===== src/rtl/i2c_pkg.sv =====
// i2c_pkg
// Shared definitions for the I2C target: controller state encoding, the
// ACK/NACK bit levels as seen on SDA, and the 7-bit address width.
package i2c_pkg;

    localparam int I2C_ADDR_W = 7;

    localparam logic I2C_ACK  = 1'b0;
    localparam logic I2C_NACK = 1'b1;

    typedef enum logic [2:0] {
        ST_IDLE,
        ST_ADDR,
        ST_ADDR_ACK,
        ST_RX,
        ST_RX_ACK,
        ST_TX,
        ST_TX_ACK,
        ST_WAIT_STOP
    } i2c_tgt_state_t;

endpackage


===== src/rtl/i2c_sync_edge.sv =====
// i2c_sync_edge
// Brings one asynchronous bus line into the clk domain and reports its
// edges.
//   clk      in   system clock
//   reset    in   synchronous, active-high
//   async_i  in   raw bus level
//   level_o  out  synchronized level
//   rise_o   out  one-cycle pulse on a synchronized 0->1 transition
//   fall_o   out  one-cycle pulse on a synchronized 1->0 transition
module i2c_sync_edge #(
    parameter int SYNC_STAGES = 2
) (
    input  logic clk,
    input  logic reset,
    input  logic async_i,
    output logic level_o,
    output logic rise_o,
    output logic fall_o
);

    logic [SYNC_STAGES-1:0] sync_q, sync_d;
    logic                   prev_q, prev_d;

    always_comb begin
        sync_d = {sync_q[SYNC_STAGES-2:0], async_i};
        prev_d = sync_q[SYNC_STAGES-1];
    end

    // Reset to 1 matches an idle pulled-up bus, so leaving reset on an idle
    // bus produces no edges.
    always_ff @(posedge clk) begin
        if (reset) begin
            sync_q <= '1;
            prev_q <= 1'b1;
        end else begin
            sync_q <= sync_d;
            prev_q <= prev_d;
        end
    end

    assign level_o = sync_q[SYNC_STAGES-1];
    assign rise_o  = level_o & ~prev_q;
    assign fall_o  = ~level_o & prev_q;

endmodule


===== src/rtl/i2c_target.sv =====
// i2c_target
// Single-address I2C target. Oversamples SCL/SDA, decodes START/STOP,
// matches ADDR, then receives bytes (always ACKed) or transmits bytes
// supplied on tx_data until the master NACKs. Never drives SCL; drives SDA
// only as an open-drain pull-low.
//   clk       in   system clock (>= 8x SCL)
//   reset     in   synchronous, active-high
//   scl_i     in   bus SCL level (asynchronous)
//   sda_i     in   bus SDA level (asynchronous)
//   sda_oe    out  1 = pull SDA low, 0 = release
//   rx_data   out  last byte written by the master
//   rx_valid  out  one-cycle pulse when rx_data updates
//   tx_data   in   next byte to transmit, sampled while tx_load = 1
//   tx_load   out  one-cycle pulse; tx_data is latched in that cycle
//   busy      out  1 while addressed
module i2c_target
    import i2c_pkg::*;
#(
    parameter logic [I2C_ADDR_W-1:0] ADDR        = 7'h42,
    parameter int                    SYNC_STAGES = 2
) (
    input  logic       clk,
    input  logic       reset,
    input  logic       scl_i,
    input  logic       sda_i,
    output logic       sda_oe,
    output logic [7:0] rx_data,
    output logic       rx_valid,
    input  logic [7:0] tx_data,
    output logic       tx_load,
    output logic       busy
);

    logic scl_level, scl_rise, scl_fall;
    logic sda_level, sda_rise, sda_fall;
    logic start, stop;

    i2c_sync_edge #(.SYNC_STAGES(SYNC_STAGES)) u_scl_sync (
        .clk     (clk),
        .reset   (reset),
        .async_i (scl_i),
        .level_o (scl_level),
        .rise_o  (scl_rise),
        .fall_o  (scl_fall)
    );

    i2c_sync_edge #(.SYNC_STAGES(SYNC_STAGES)) u_sda_sync (
        .clk     (clk),
        .reset   (reset),
        .async_i (sda_i),
        .level_o (sda_level),
        .rise_o  (sda_rise),
        .fall_o  (sda_fall)
    );

    // The current (not previous) SCL level qualifies START/STOP, so both
    // lines dropping together out of reset is not mistaken for a START.
    assign start = sda_fall & scl_level;
    assign stop  = sda_rise & scl_level;

    i2c_tgt_state_t state_q, state_d;
    logic [2:0]     bit_cnt_q, bit_cnt_d;
    logic [7:0]     shift_q, shift_d;
    logic [7:0]     shift_in;
    logic           rw_q, rw_d;
    logic           flag_q, flag_d;
    logic           sda_oe_q, sda_oe_d;
    logic [7:0]     rx_data_q, rx_data_d;
    logic           rx_valid_q, rx_valid_d;
    logic           busy_q, busy_d;

    always_ff @(posedge clk) begin
        if (reset) begin
            state_q    <= ST_IDLE;
            bit_cnt_q  <= 3'd0;
            shift_q    <= 8'h00;
            rw_q       <= 1'b0;
            flag_q     <= 1'b0;
            sda_oe_q   <= 1'b0;
            rx_data_q  <= 8'h00;
            rx_valid_q <= 1'b0;
            busy_q     <= 1'b0;
        end else begin
            state_q    <= state_d;
            bit_cnt_q  <= bit_cnt_d;
            shift_q    <= shift_d;
            rw_q       <= rw_d;
            flag_q     <= flag_d;
            sda_oe_q   <= sda_oe_d;
            rx_data_q  <= rx_data_d;
            rx_valid_q <= rx_valid_d;
            busy_q     <= busy_d;
        end
    end

    // flag_q is a one-bit "pending" marker reused per state: in ADDR/RX it
    // means eight bits are in and the ACK slot starts on the next scl_fall;
    // in TX_ACK it means the master ACKed and the next byte loads on the
    // next scl_fall. The 3-bit counter wraps to 0 at each byte, so it alone
    // cannot tell "byte complete" from "byte not started".
    always_comb begin
        state_d    = state_q;
        bit_cnt_d  = bit_cnt_q;
        shift_d    = shift_q;
        rw_d       = rw_q;
        flag_d     = flag_q;
        sda_oe_d   = sda_oe_q;
        rx_data_d  = rx_data_q;
        rx_valid_d = 1'b0;
        busy_d     = busy_q;
        tx_load    = 1'b0;
        shift_in   = {shift_q[6:0], sda_level};

        if (start) begin
            state_d   = ST_ADDR;
            bit_cnt_d = 3'd0;
            flag_d    = 1'b0;
            sda_oe_d  = 1'b0;
        end else if (stop) begin
            state_d   = ST_IDLE;
            bit_cnt_d = 3'd0;
            flag_d    = 1'b0;
            sda_oe_d  = 1'b0;
            busy_d    = 1'b0;
        end else begin
            case (state_q)
                ST_ADDR: begin
                    if (scl_rise && !flag_q) begin
                        shift_d   = shift_in;
                        bit_cnt_d = bit_cnt_q + 3'd1;
                        if (bit_cnt_q == 3'd7) begin
                            if (shift_in[7:1] == ADDR) begin
                                rw_d   = shift_in[0];
                                flag_d = 1'b1;
                            end else begin
                                state_d = ST_WAIT_STOP;
                                busy_d  = 1'b0;
                            end
                        end
                    end else if (scl_fall && flag_q) begin
                        flag_d   = 1'b0;
                        sda_oe_d = 1'b1;
                        busy_d   = 1'b1;
                        state_d  = ST_ADDR_ACK;
                    end
                end

                ST_ADDR_ACK: begin
                    if (scl_fall) begin
                        bit_cnt_d = 3'd0;
                        if (rw_q == 1'b0) begin
                            sda_oe_d = 1'b0;
                            state_d  = ST_RX;
                        end else begin
                            tx_load  = 1'b1;
                            shift_d  = tx_data;
                            sda_oe_d = ~tx_data[7];
                            state_d  = ST_TX;
                        end
                    end
                end

                ST_RX: begin
                    if (scl_rise && !flag_q) begin
                        shift_d   = shift_in;
                        bit_cnt_d = bit_cnt_q + 3'd1;
                        if (bit_cnt_q == 3'd7) begin
                            rx_data_d  = shift_in;
                            rx_valid_d = 1'b1;
                            flag_d     = 1'b1;
                        end
                    end else if (scl_fall && flag_q) begin
                        flag_d   = 1'b0;
                        sda_oe_d = 1'b1;
                        state_d  = ST_RX_ACK;
                    end
                end

                ST_RX_ACK: begin
                    if (scl_fall) begin
                        sda_oe_d = 1'b0;
                        state_d  = ST_RX;
                    end
                end

                // The bit on the wire is always shift_q[7]; each scl_fall
                // shifts the next one up.
                ST_TX: begin
                    if (scl_fall) begin
                        bit_cnt_d = bit_cnt_q + 3'd1;
                        if (bit_cnt_q == 3'd7) begin
                            sda_oe_d = 1'b0;
                            state_d  = ST_TX_ACK;
                        end else begin
                            shift_d  = {shift_q[6:0], 1'b0};
                            sda_oe_d = ~shift_q[6];
                        end
                    end
                end

                ST_TX_ACK: begin
                    if (scl_rise && !flag_q) begin
                        if (sda_level == I2C_ACK) begin
                            flag_d = 1'b1;
                        end else begin
                            state_d = ST_WAIT_STOP;
                        end
                    end else if (scl_fall && flag_q) begin
                        flag_d    = 1'b0;
                        bit_cnt_d = 3'd0;
                        tx_load   = 1'b1;
                        shift_d   = tx_data;
                        sda_oe_d  = ~tx_data[7];
                        state_d   = ST_TX;
                    end
                end

                default: begin
                end
            endcase
        end
    end

    assign sda_oe   = sda_oe_q;
    assign rx_data  = rx_data_q;
    assign rx_valid = rx_valid_q;
    assign busy     = busy_q;

endmodule


===== config.mk =====
export PLATFORM = sky130hd
export DESIGN_NAME = i2c_target
export DESIGN_NICKNAME = d
export VERILOG_FILES = /design/src/rtl/i2c_pkg.sv /design/src/rtl/i2c_sync_edge.sv /design/src/rtl/i2c_target.sv
export SDC_FILE = /design/constraint.sdc
export NUM_CORES = 1
export LEC_CHECK = 0
export BUFFER_PORTS_ARGS = -buffer_cell sky130_fd_sc_hd__buf_2
export CAP_MARGIN = 20
export CORE_ASPECT_RATIO = 0.9
export CORE_UTILIZATION = 45
export CTS_CLUSTER_DIAMETER = 120
export DETAILED_ROUTE_END_ITERATION = 8
export PLACE_DENSITY = 0.75
export REMOVE_ABC_BUFFERS = 1
export SYNTH_ARGS = -nofsm -noshare
export SYNTH_HDL_FRONTEND = slang
export SYNTH_SLANG_ARGS = --single-unit

===== constraint.sdc =====
create_clock -name clk -period 4.3 [get_ports clk]
set_input_delay 0.43 -clock clk [delete_from_list [all_inputs] [get_ports clk]]
set_output_delay 0.43 -clock clk [all_outputs]
set_load 0.1 [all_outputs]

# Yosys cells after proc, flatten, opt, wreduce, memory -nomap -nowiden
# Index checks and enable logic that the tools add are counted.
[op_classes]
addsub = 1
n_eq_ne = 42
muxes = 63
bitwise_logic = 16
reduce_logical = 22
[op_table]
columns = ["cell", "n"]
rows = [
  ["two-way mux 3 bit", 19],
  ["two-way mux 7 bit", 7],
  ["two-way mux 1 bit", 31],
  ["case mux 7 bit (4 select lines)", 1],
  ["!= test 3 bit (second input constant)", 8],
  ["!= test 4 bit (second input constant)", 6],
  ["AND reduction 12 bit", 2],
  ["!= test 2 bit (second input constant)", 11],
  ["!= test 5 bit (second input constant)", 4],
  ["case mux 3 bit (6 select lines)", 1],
  ["AND reduction 5 bit", 3],
  ["== test 3 bit (second input constant)", 4],
  ["case mux 3 bit (4 select lines)", 1],
  ["AND reduction 6 bit", 2],
  ["inverter 1 bit", 10],
  ["AND reduction 10 bit", 1],
  ["AND reduction 8 bit", 1],
  ["nonzero test 8 bit", 1],
  ["== test 7 bit (second input constant)", 1],
  ["AND 1 bit", 6],
  ["== test 3 x 2 -> 1 bit (second input constant)", 2],
  ["!= test 3 x 2 -> 1 bit (second input constant)", 2],
  ["nonzero test 3 bit", 2],
  ["nonzero test 6 bit", 1],
  ["other kinds (15)", 17],
]
[word_totals]
ff_bits = 32
out_inout_bits = 12
word_cells = 158

# Longest topological paths before layout
# Gate-level depths: netlist of the first run.
[depth]
word_depth = 8
ltp_mapped = 8
ltp_nobuf = 7

# By module
# From an unflattened synthesis of the first run, not the netlist that was laid out.
[unflattened]
hier_cells = 196
hier_area_um2 = 1690.4
[modules_own_cells]
columns = ["module", "n_inst", "cells_each", "area_per_inst_um2", "seq_area_each_um2"]
rows = [
  ["i2c_target", 1, 180, 1505.2, 520.5],
  ["i2c_sync_edge", 2, 8, 92.6, 60.1],
]

# Worst setup path before layout of the first run
# No wires, ideal clock.
[synth_timing]
path_type = "register to output"
from = "reg state_q[2]"
to = "out tx_load"
t_arrival_ns = 2.971
setup_slack_ns = 0.899
path_stages_with_launch = 5
cell_sequence = "dfxtp_1 > clkbuf_1 > buf_2 > mux2i_1 > nor3_1"
[synth_via]
elab_chain_cells = 4
word_cells_on_any_way = 5
[synth_rtl]
columns = ["item", "line_no", "text"]
rows = [
  ["start, declared", "i2c_target.sv:61", "i2c_tgt_state_t state_q, state_d;"],
  ["start signal, assigned", "i2c_target.sv:84", "state_q <= state_d;"],
  ["== test 3 bit / == test 3 x 2 -> 1 bit (equally long branches)", "i2c_target.sv:126", "case (state_q)"],
  ["case mux 1 bit (2 select lines) *", "i2c_target.sv:126", ""],
  ["two-way mux 1 bit *", "i2c_target.sv:119", "end else if (stop) begin"],
  ["two-way mux 1 bit *", "i2c_target.sv:114", "if (start) begin"],
  ["end, declared", "i2c_target.sv:30", "output logic tx_load,"],
]
# Every way passes the cells marked *; elsewhere a longest branch is shown, timed or not.

# Worst setup path after layout of the first run
[layout_timing]
from = "reg state_q[0]"
to = "reg shift_q[6]"
[layout_via]
elab_chain_cells = 4
word_cells_on_any_way = 16
[layout_rtl]
columns = ["item", "line_no", "text"]
rows = [
  ["== test 3 x 2 -> 1 bit / == test 3 x 1 -> 1 bit (equally long branches)", "i2c_target.sv:126", ""],
  ["OR reduction 2 bit (no line)", "--", ""],
  ["!= test 2 x 1 -> 1 bit (no line) / nonzero test 4 bit (equally long branches)", "--", ""],
  ["AND reduction 10 bit (no line)", "--", ""],
  ["end signal, assigned", "i2c_target.sv:86", "shift_q <= shift_d;"],
  ["end, declared", "i2c_target.sv:63", "logic [7:0] shift_q, shift_d;"],
]
# Several ways; a longest one is shown, not always the timed one.
# A chain may end at the register's enable or synchronous reset.

==> impl_metrics.csv, run 1 <==
group,metric,value,unit
synth,synth.distinct_cells,58,
die,coreArea,3730,um^2
clock_network,cts_tree,"built",
power_and_ir_drop,switching_share,33.5,%
synth,synth_edf_count,0,
critical_path,critical_path.cell_chain,"o21ai_1 > a211oi_4 > nor2_1 > a311oi_2",
synth,synthArstFlopShare,0,%
final_layout,fin_util,52.2,%
critical_path,crit_fanout,31,
synth,synthFlopType,"dfxtp_1",
final_layout,syn_to_final_growth,11.1,%
power_and_ir_drop,seqPwrFrac,47.4,%
routing,postRouteAntennaNets,0,
clock_network,cts_hold_buffers,0,
sta,finalHoldViolations,0,
critical_path,required,4.49,ns
synth,synth_most_common_cell,"dfxtp_1",
synth,ys_ff_latch,32,
final_layout,drive_above_1_share,21.5,%
clock_network,root_buffer,"clkbuf_8",
min_path,holdCritPathClass,"input pin to flop",
die,die_area,4150,um^2
power_and_ir_drop,powerDensity,396,nW/um^2
power_and_ir_drop,clkPwrFrac,31.1,%
die,ioPinCount,24,
power_and_ir_drop,internal_power,514,uW
run_status,status,"completed",
critical_path,path_class,"flop to flop",
sta,post-route-period-util,56.0,%
sta,final_max_slew_viol_count,0,
die,die_width,67.8,um
global_route,track_usage,21.1,%
synth,ys.warnings.count,0,
clock_network,clock-sinks,32,
routing,via_per_inst,5.71,
critical_path,critPathArrivalTime,2.60,ns
synth,synthCells,202,
critical_path,cp_top_family,"compound AO/OA/AOI/OAI gates",
synth,synth_area_per_cell,8.68,um^2
global_route,grt_pass1_wl,6400,um
sta,worst_hold_slack,0.331,ns
sta,skew,0.00794,ns
global_route,grt_start_max_net_pins,32,
die,die_h,61.2,um
routing,routed_wl,3730,um
routing,wl_per_cell,14.1,um
power_and_ir_drop,combPwrFrac,21.5,%
synth,synth_area,1750,um^2
routing,drc_errors,0,
routing,vias,1513,
sta,worst_slack,1.89,ns
power_and_ir_drop,p_sw,258,uW
sta,setup_viol,0,
min_path,hold_depth,2,
place,routabilityCongestion,0.866,
clock_network,h-tree-depth,2,
die,start_util,47.0,%
clock_network,cts_setup_buffers,0,
place,pre_cts_slack,1.91,ns
synth,yosysSeqAreaShare,36.5,%
final_layout,fin_area,1950,um^2
global_route,grt_pass1_vias,1392,
clock_network,cts_made_buffers,5,
clock_network,cts-resized-gates,0,
global_route,grt.overflow.total,0,
place,io_buffers,23,
sta,layout_min_cycle_time,2.41,ns
sta,relSlewSlack,38.1,%
job,cap_violations,0,
critical_path,ff2ff_path_depth,4,
synth,netlist.area_leader.share,36.5,%
final_layout,seq_area,641,um^2
place,hpwl,2620,um
sta,rsz0062_at_grt,"no",
final_layout,num-nets-final,232,
clock_network,clk_pin_slew,0.06,ns
critical_path,cp_num_cells,4,
sta,setup_tns,0,ns
final_layout,antenna_cells,0,
final_layout,multi_input_area,1030,um^2
sta,fmax,416,MHz
routing,dr.pass1.iters,5,
clock_network,clock_latency,0.28,ns
sta,tightest_slew,0.927,ns
power_and_ir_drop,ir_drop,0.250,mV
critical_path,path_buf_inv,0,
routing,drt_iter0_drc,119,
clock_network,clock_path_buffers,2,
power_and_ir_drop,p_leak,0.000713,uW
synth,synth_area_leader_cell,"dfxtp_1",
die,fp-row-count,21,
final_layout,fillers,360,
critical_path,cp-start-kind,"flop",
global_route,antenna_found_initial,0,
critical_path,slowest_delay,0.93,ns
critical_path,cp-end-kind,"flop",
synth,synth_area_leaders,"dfxtp_1 37%, nor2_1 6.0%, mux2i_1 5.7%",
synth,synth_top_cells_by_count,"32 x dfxtp_1, 28 x nor2_1, 18 x nand2_1",
place,placed_area,1850,um^2
critical_path,cp_slowest_cell,"dfxtp_1",
## power by group through the flow
| stage | clock, uW | combinational [uW] | sequential [uW] |
|---|---|---|---|
| floorplan | 0 | 127 | 361 |
| CTS | 245 | 166 | 365 |
| global placement | 0 | 162 | 371 |
| finish | 240 | 166 | 366 |
| global route | 263 | 183 | 375 |
| detailed placement | 0 | 164 | 371 |
## state kept, by name (all words and copies together), names as in the netlist
register,flops
rw_q,1
u_scl_sync.prev_q,1
u_scl_sync.sync_q,2
shift_q,7
rx_valid,1
bit_cnt_q,3
sda_oe,1
busy,1
u_sda_sync.sync_q,2
rx_data,8
u_sda_sync.prev_q,1
state_q,3
flag_q,1
## stage by stage
stage          total power [uW]  cells
6_report                    772    265
3_3_place_gp                533    257
3_5_place_dp                536    257
5_1_grt                     822    265
2_1_floorplan               488    188
4_1_cts                     776    265
## cells in the final DEF (no fill, tap or decap), drive strengths merged, types with 3 or more instances in the layout
cell    instances
nor2           28
nand3          10
a31oi           4
buf            23
and2            3
nand2          18
or2             6
nor3            3
a21oi           5
inv             4
o21ai           8
dfxtp          32
a311oi          6
a211oi          3
nor4b           3
nor4            3
mux2i          10
clkbuf          7
nand2b          4
nor2b           4
## metal layers
metal | GRT usage (%) | wire length (um) | vias up
met2 | 31.7 | 1730 | 41
met5 | 0 | 0 | -
met1 | 28.0 | 1790 | 695
met4 | 9.52 | 46 | 0
li1 | - | - | 769
met3 | 6.48 | 169 | 8
## cells by family after synthesis
kind of cell,count (synthesis),share of synthesized area (%)
AOI/OAI and AO/OA,45,20.9
xor gates and xnor gates,2,0.999
adders and majority gates,2,1.43
buffers and inverters,18,4.99
DFF,32,36.5
muxes,10,5.71
and+or+nand+nor,93,29.5
## final cells by class
type                    count  share of cell area, %
multi-input cells         152                   52.7
flip-flops and latches     32                   32.9
repair buffers             23                   5.91
clock buffers               7                   4.43
well taps                  46                   2.95
inverters                   4                  0.771
clock inverters             1                  0.385
## path summary, 6_finish.rpt
kind                         from                    to  slack [ns]
max                    state_q[0]            shift_q[6]        1.89
min                         sda_i  u_sda_sync.sync_q[0]        0.33
max reg2reg            state_q[0]            shift_q[6]        1.89
min reg2reg  u_sda_sync.sync_q[0]  u_sda_sync.sync_q[1]        0.41
No activity file was read; power rests on OpenSTA's default activity.
==> run 2: changes to the inputs <==
--- a/config.mk
+++ b/config.mk
@@ -5,6 +5,7 @@
 export SDC_FILE = /design/constraint.sdc
 export NUM_CORES = 1
 export LEC_CHECK = 0
+export ABC_AREA = 1
 export BUFFER_PORTS_ARGS = -buffer_cell sky130_fd_sc_hd__buf_2
 export CAP_MARGIN = 20
 export CORE_ASPECT_RATIO = 0.9
==> constraint.sdc (replaced) <==
create_clock -name clk -period 2.25 [get_ports clk]
set_input_delay 0.225 -clock clk [delete_from_list [all_inputs] [get_ports clk]]
set_output_delay 0.225 -clock clk [all_outputs]
set_load 0.1 [all_outputs]
==> impl_metrics.csv, run 2 <==
group,metric,value,unit
sta,relSlewSlack,67.5,%
critical_path,ff2ff_path_depth,10,
critical_path,slowest_delay,0.47,ns
critical_path,path_buf_inv,3,
place,hpwl,3000,um
final_layout,layout_common_cells,"63 x nand2_1, 40 x nor2_1, 32 x dfxtp_1, 24 x inv_1, 23 x buf_2",
synth,synth.distinct_cells,29,
job,cap_violations,0,
routing,drt_iter0_drc,160,
critical_path,r2r-start,"state_q[0]",
routing,wl_met1,2050,um
clock_network,clock_latency,0.29,ns
power_and_ir_drop,p_leak,0.000947,uW
die,die_width,67.7,um
sta,rsz0062_at_grt,"no",
critical_path,r2r_slack,0.55,ns
synth,synth_top_cells_by_count,"63 x nand2_1, 40 x nor2_1, 32 x dfxtp_1",
die,ioPinCount,24,
critical_path,critPathArrivalTime,1.80,ns
synth,synthArstFlopShare,0,%
final_layout,num-nets-final,300,
clock_network,cts_hold_buffers,0,
global_route,grt_pass1_wl,6670,um
sta,skew,0.00905,ns
clock_network,clock_path_buffers,2,
sta,post-route-period-util,89.9,%
critical_path,crit_fanout,6,
routing,dr.pass1.iters,4,
routing,vias,1704,
synth,synth_most_common_cell,"nand2_1",
clock_network,cts_tree,"built",
sta,tightest_slew,0.484,ns
global_route,grt.overflow.total,0,
critical_path,critical_path.cell_chain,"inv_2 > nand2_4 > nor2_4 > inv_1 > o32ai_1 > buf_2",
sta,setup_viol,0,
sta,fmax,495,MHz
clock_network,h-tree-depth,2,
global_route,grt_pass1_vias,1455,
final_layout,final_common_cell,"nand2_1",
synth,ys.warnings.count,0,
synth,netlist.area_leader.share,36.7,%
sta,layout_min_cycle_time,2.02,ns
place,place_inst,325,
die,coreArea,3700,um^2
critical_path,cp-start-kind,"flop",
clock_network,clk_pin_slew,0.07,ns
critical_path,cp_top_family,"buffers and inverters",
synth,synth_area_leaders,"dfxtp_1 37%, nand2_1 14%, nor2_1 8.6%",
routing,dr_wl_met3,285,um
place,routabilityCongestion,0.946,
sta,finalHoldViolations,0,
global_route,antenna_found_initial,0,
place,io_buffers,23,
synth,synth_area,1750,um^2
die,fp-row-count,21,
power_and_ir_drop,finalPower,2250,uW
routing,met2_length,1700,um
clock_network,cts_setup_buffers,0,
min_path,holdCritPathClass,"input pin to flop",
clock_network,cts_made_buffers,5,
sta,final_max_slew_viol_count,0,
routing,routed.top_layer,"met4",
synth,synth_area_per_cell,6.71,um^2
routing,postRouteAntennaNets,0,
critical_path,cp_slowest_cell,"buf_2",
routing,via_per_inst,5.12,
synth,yosysSeqAreaShare,36.7,%
routing,drc_errors,0,
synth,ys_ff_latch,32,
min_path,hp-start,"scl_i",
die,start_util,47.1,%
synth,synthFlopType,"dfxtp_1",
power_and_ir_drop,ir_drop,0.475,mV
synth,synth_edf_count,0,
final_layout,largest_reg_flops,8,
run_status,status,"completed",
clock_network,cts-resized-gates,0,
final_layout,antenna_cells,0,
global_route,grt_start_max_net_pins,20,
critical_path,r2r_end,"shift_q[0]",
critical_path,path_class,"flop to output pin",
clock_network,clock-sinks,32,
global_route,track_usage,22.2,%
routing,wl_per_cell,12.4,um
final_layout,drive_above_1_share,18.8,%
synth,synth_area_leader_cell,"dfxtp_1",
routing,routed_wl,4130,um
min_path,hold_depth,2,
die,die_h,61.1,um
power_and_ir_drop,powerDensity,1140,nW/um^2
clock_network,root_buffer,"clkbuf_8",
final_layout,fin_cells,333,
synth,synthCells,260,
final_layout,syn_to_final_growth,13.4,%
critical_path,cp-end-kind,"output pin",
critical_path,required,2.03,ns
die,die_area,4130,um^2
min_path,min_to,"u_scl_sync.sync_q[0]",
==> run 2: worst max-delay path by stage <==
stage                     startpoint          to  cells past startpoint
final                     state_q[2]     tx_load                      6
after global routing      state_q[2]     tx_load                      6
after CTS                 state_q[2]     tx_load                      6
after detailed placement  state_q[2]     tx_load                      6
after global placement    state_q[0]  shift_q[0]                     10
after floorplan           state_q[2]     tx_load                      5
==> run 2: metrics by stage <==
stage / TNS (ns) / util [%] / worst slack (ns) / hold slack, ns / area (um^2)
5_1_grt: 0 / 53.4 / 0.143 / 0.105 / 1980
3_3_place_gp: 0 / 50.9 / 0.592 / 0.391 / 1890
6_report: 0 / 53.4 / 0.228 / 0.115 / 1980
4_1_cts: 0 / 53.4 / 0.234 / 0.107 / 1980
3_5_place_dp: 0 / 50.9 / 0.557 / 0.393 / 1890
2_1_floorplan: -0.989 / - / -0.989 / 0.294 / 1710
==> run 2: cell type report <==
class / count / area, um^2
clock buffer: 7 / 86.3
clock inverter: 1 / 7.51
fill: 380 / 1730
inverter: 31 / 116
multi-input combinational: 193 / 956
sequential: 32 / 641
tap: 46 / 57.6
timing repair buffer: 23 / 115
==> run 2: per-layer routing <==
| layer | GRT usage (%) | up-vias |
|---|---|---|
| met2 | 30.6 | 60 |
| met5 | 0 | - |
| li1 | - | 895 |
| met3 | 6.11 | 10 |
| met4 | 9.73 | 0 |
| met1 | 32.1 | 739 |
==> run 2: worst register-to-register path, cell delays in order, from the launching register on <==
cell	delay, ns
dfxtp_1	0.56
inv_2	0.13
nand3_2	0.13
inv_2	0.05
nand2_1	0.08
nand3_2	0.09
nor2_4	0.17
nand3_4	0.13
inv_2	0.15
nor2_1	0.05
nor2_1	0.10
==> run 2: cell families (layout without fill, tap and decap cells) <==
| logic type | count (synthesis) | in the layout | share of synthesized area, % |
|---|---|---|---|
| flops | 32 | 32 | 36.7 |
| simple gates | 142 | 142 | 38.1 |
| mux | 1 | 1 | 0.573 |
| fa+ha+maj | 2 | 2 | 1.43 |
| compound gates | 48 | 48 | 14.7 |
| buf+inv | 35 | 62 | 8.53 |
==> run 2: report_power, final <==
group / leakage (uW) / internal, uW / switching (uW) / total [uW]
clock: 0.0000445 / 248 / 229 / 477
combinational: 0.000642 / 327 / 722 / 1050
sequential: 0.000261 / 643 / 79.5 / 722
total: 0.000947 / 1220 / 1030 / 2250
==> run 3: changes to the inputs <==
--- a/config.mk
+++ b/config.mk
@@ -5,7 +5,6 @@
 export SDC_FILE = /design/constraint.sdc
 export NUM_CORES = 1
 export LEC_CHECK = 0
-export ABC_AREA = 1
 export BUFFER_PORTS_ARGS = -buffer_cell sky130_fd_sc_hd__buf_2
 export CAP_MARGIN = 20
 export CORE_ASPECT_RATIO = 0.9
@@ -17,3 +16,4 @@
 export SYNTH_ARGS = -nofsm -noshare
 export SYNTH_HDL_FRONTEND = slang
 export SYNTH_SLANG_ARGS = --single-unit
+export TNS_END_PERCENT = 100
==> impl_metrics.csv, run 3 (same netlist as run 1, synthesis figures left out) <==
group,metric,value,unit
die,ioPinCount,24,
power_and_ir_drop,finalPower,1600,uW
critical_path,path_class,"flop to flop",
critical_path,critPathArrivalTime,2.20,ns
clock_network,cts_setup_buffers,0,
die,die_h,61.2,um
final_layout,drive_above_1_share,24.2,%
critical_path,slowest_delay,0.49,ns
routing,wl_per_cell,14.6,um
job,cap_violations,0,
sta,post-route-period-util,87.2,%
power_and_ir_drop,ir_drop,0.486,mV
final_layout,final_common_cell,"dfxtp_1",
sta,setup_viol,0,
final_layout,fillers,359,
critical_path,critical_path.cell_chain,"or3b_4 > a222oi_1 > o211ai_2 > nor4_2 > a31o_1",
min_path,holdCritPathClass,"input pin to flop",
global_route,busiest_layer,"met1",
final_layout,layout_common_cells,"32 x dfxtp_1, 28 x nor2_1, 23 x buf_2, 18 x nand2_1",
critical_path,ff2ff_path_depth,5,
run_status,status,"completed",
sta,fmax,510,MHz
global_route,met1_usage,31.5,%
final_layout,num-nets-final,240,
place,hpwl,2840,um
critical_path,required,2.49,ns
sta,setup_tns,0,ns
sta,skew,0.00440,ns
final_layout,multi_input_area,1030,um^2
critical_path,crit_fanout,12,
sta,relSlewSlack,62.0,%
die,coreArea,3730,um^2
clock_network,cts_tree,"built",
routing,dr.pass1.iters,4,
clock_network,clock-sinks,32,
place,io_buffers,23,
critical_path,cp-end-kind,"flop",
final_layout,largest_reg_flops,8,
routing,vias,1593,
clock_network,root_buffer,"clkbuf_8",
clock_network,clock_path_buffers,2,
final_layout,seq_area,641,um^2
clock_network,clock_latency,0.29,ns
global_route,grt_start_max_net_pins,28,
clock_network,h-tree-depth,2,
die,die_area,4150,um^2
final_layout,fin_util,54.2,%
routing,postRouteAntennaNets,0,
global_route,grt_pass1_wl,6700,um
global_route,grt_use_met2,31.3,%
global_route,track_usage,22.7,%
die,fp-row-count,21,
sta,worst_hold_slack,0.105,ns
critical_path,cp-start-kind,"flop",
critical_path,r2r_slack,0.29,ns
clock_network,cts_hold_buffers,0,
global_route,met3_usage,7.22,%
final_layout,syn_to_final_growth,15.3,%
critical_path,cp_slowest_cell,"dfxtp_1",
clock_network,clk_pin_slew,0.07,ns
routing,via_per_inst,5.84,
routing,drc_errors,0,
sta,rsz0062_at_grt,"no",
sta,layout_min_cycle_time,1.96,ns
routing,drt_iter0_drc,106,
power_and_ir_drop,powerDensity,793,nW/um^2
global_route,grt_pass1_vias,1362,
routing,routed_wl,3990,um
clock_network,cts_made_buffers,5,
die,start_util,47.0,%
sta,finalHoldViolations,0,
power_and_ir_drop,p_leak,0.000764,uW
sta,final_max_slew_viol_count,0,
clock_network,cts-resized-gates,0,
global_route,grt.overflow.total,0,
final_layout,antenna_cells,0,
global_route,antenna_found_initial,0,
die,die_width,67.8,um
sta,tightest_slew,0.566,ns
min_path,hold_depth,2,
place,routabilityCongestion,0.912,
==> run 3: changes by cell type in the layout (fill, tap and decap cells not counted), sizes merged, moves of 6 or more <==
cell and change:
o21ai -15, nand2 -49, buf +8, a311oi +6, nand4 -7, mux2i +9, inv -26, nor2 -16
nand3 -8, a21oi -16
==> run 3: layout make-up <==
type                       instances  area share, %
tap                               46           2.85
timing repair buffer              31           8.66
inverter                           4          0.743
multi-input combinational        152           50.7
sequential                        32           31.7
clock inverter                     2           1.73
clock buffer                       6           3.59
==> run 3: worst max-delay path, delay by kind of cell, from the launching register on <==
| family | cells | cell delay [ns] |
|---|---|---|
| simple gates | 2 | 0.72 |
| compound gates | 3 | 0.69 |
| flops | 1 | 0.49 |
==> run 3: metal layers <==
layer	vias up	wire length, um
met4	0	112
met2	42	1740
met1	753	1870
met3	10	269
li1	788	-
met5	-	0
==> run 3: worst paths after layout <==
kind	from	endpoint
setup / recovery	u_scl_sync.sync_q[1]	state_q[2]
hold / removal	scl_i	u_scl_sync.sync_q[0]
setup reg to reg	u_scl_sync.sync_q[1]	state_q[2]
hold reg to reg	u_sda_sync.sync_q[0]	u_sda_sync.sync_q[1]
==> run 3: stage by stage <==
| stage | cell area [um^2] | cells | setup WS [ns] |
|---|---|---|---|
| 6_report | 2020 | 273 | 0.289 |
| 5_1_grt | 2020 | 273 | 0.112 |
| 4_1_cts | 2020 | 273 | 0.297 |
| 3_5_place_dp | 1910 | 265 | 0.319 |
| 3_3_place_gp | 1910 | 265 | 0.375 |
| 2_1_floorplan | 1680 | 188 | -0.820 |
==> run 3: power by group <==
part	switching [uW]	internal (uW)
registers	40.4	594
clock network	218	328
logic	256	166
total	514	1090
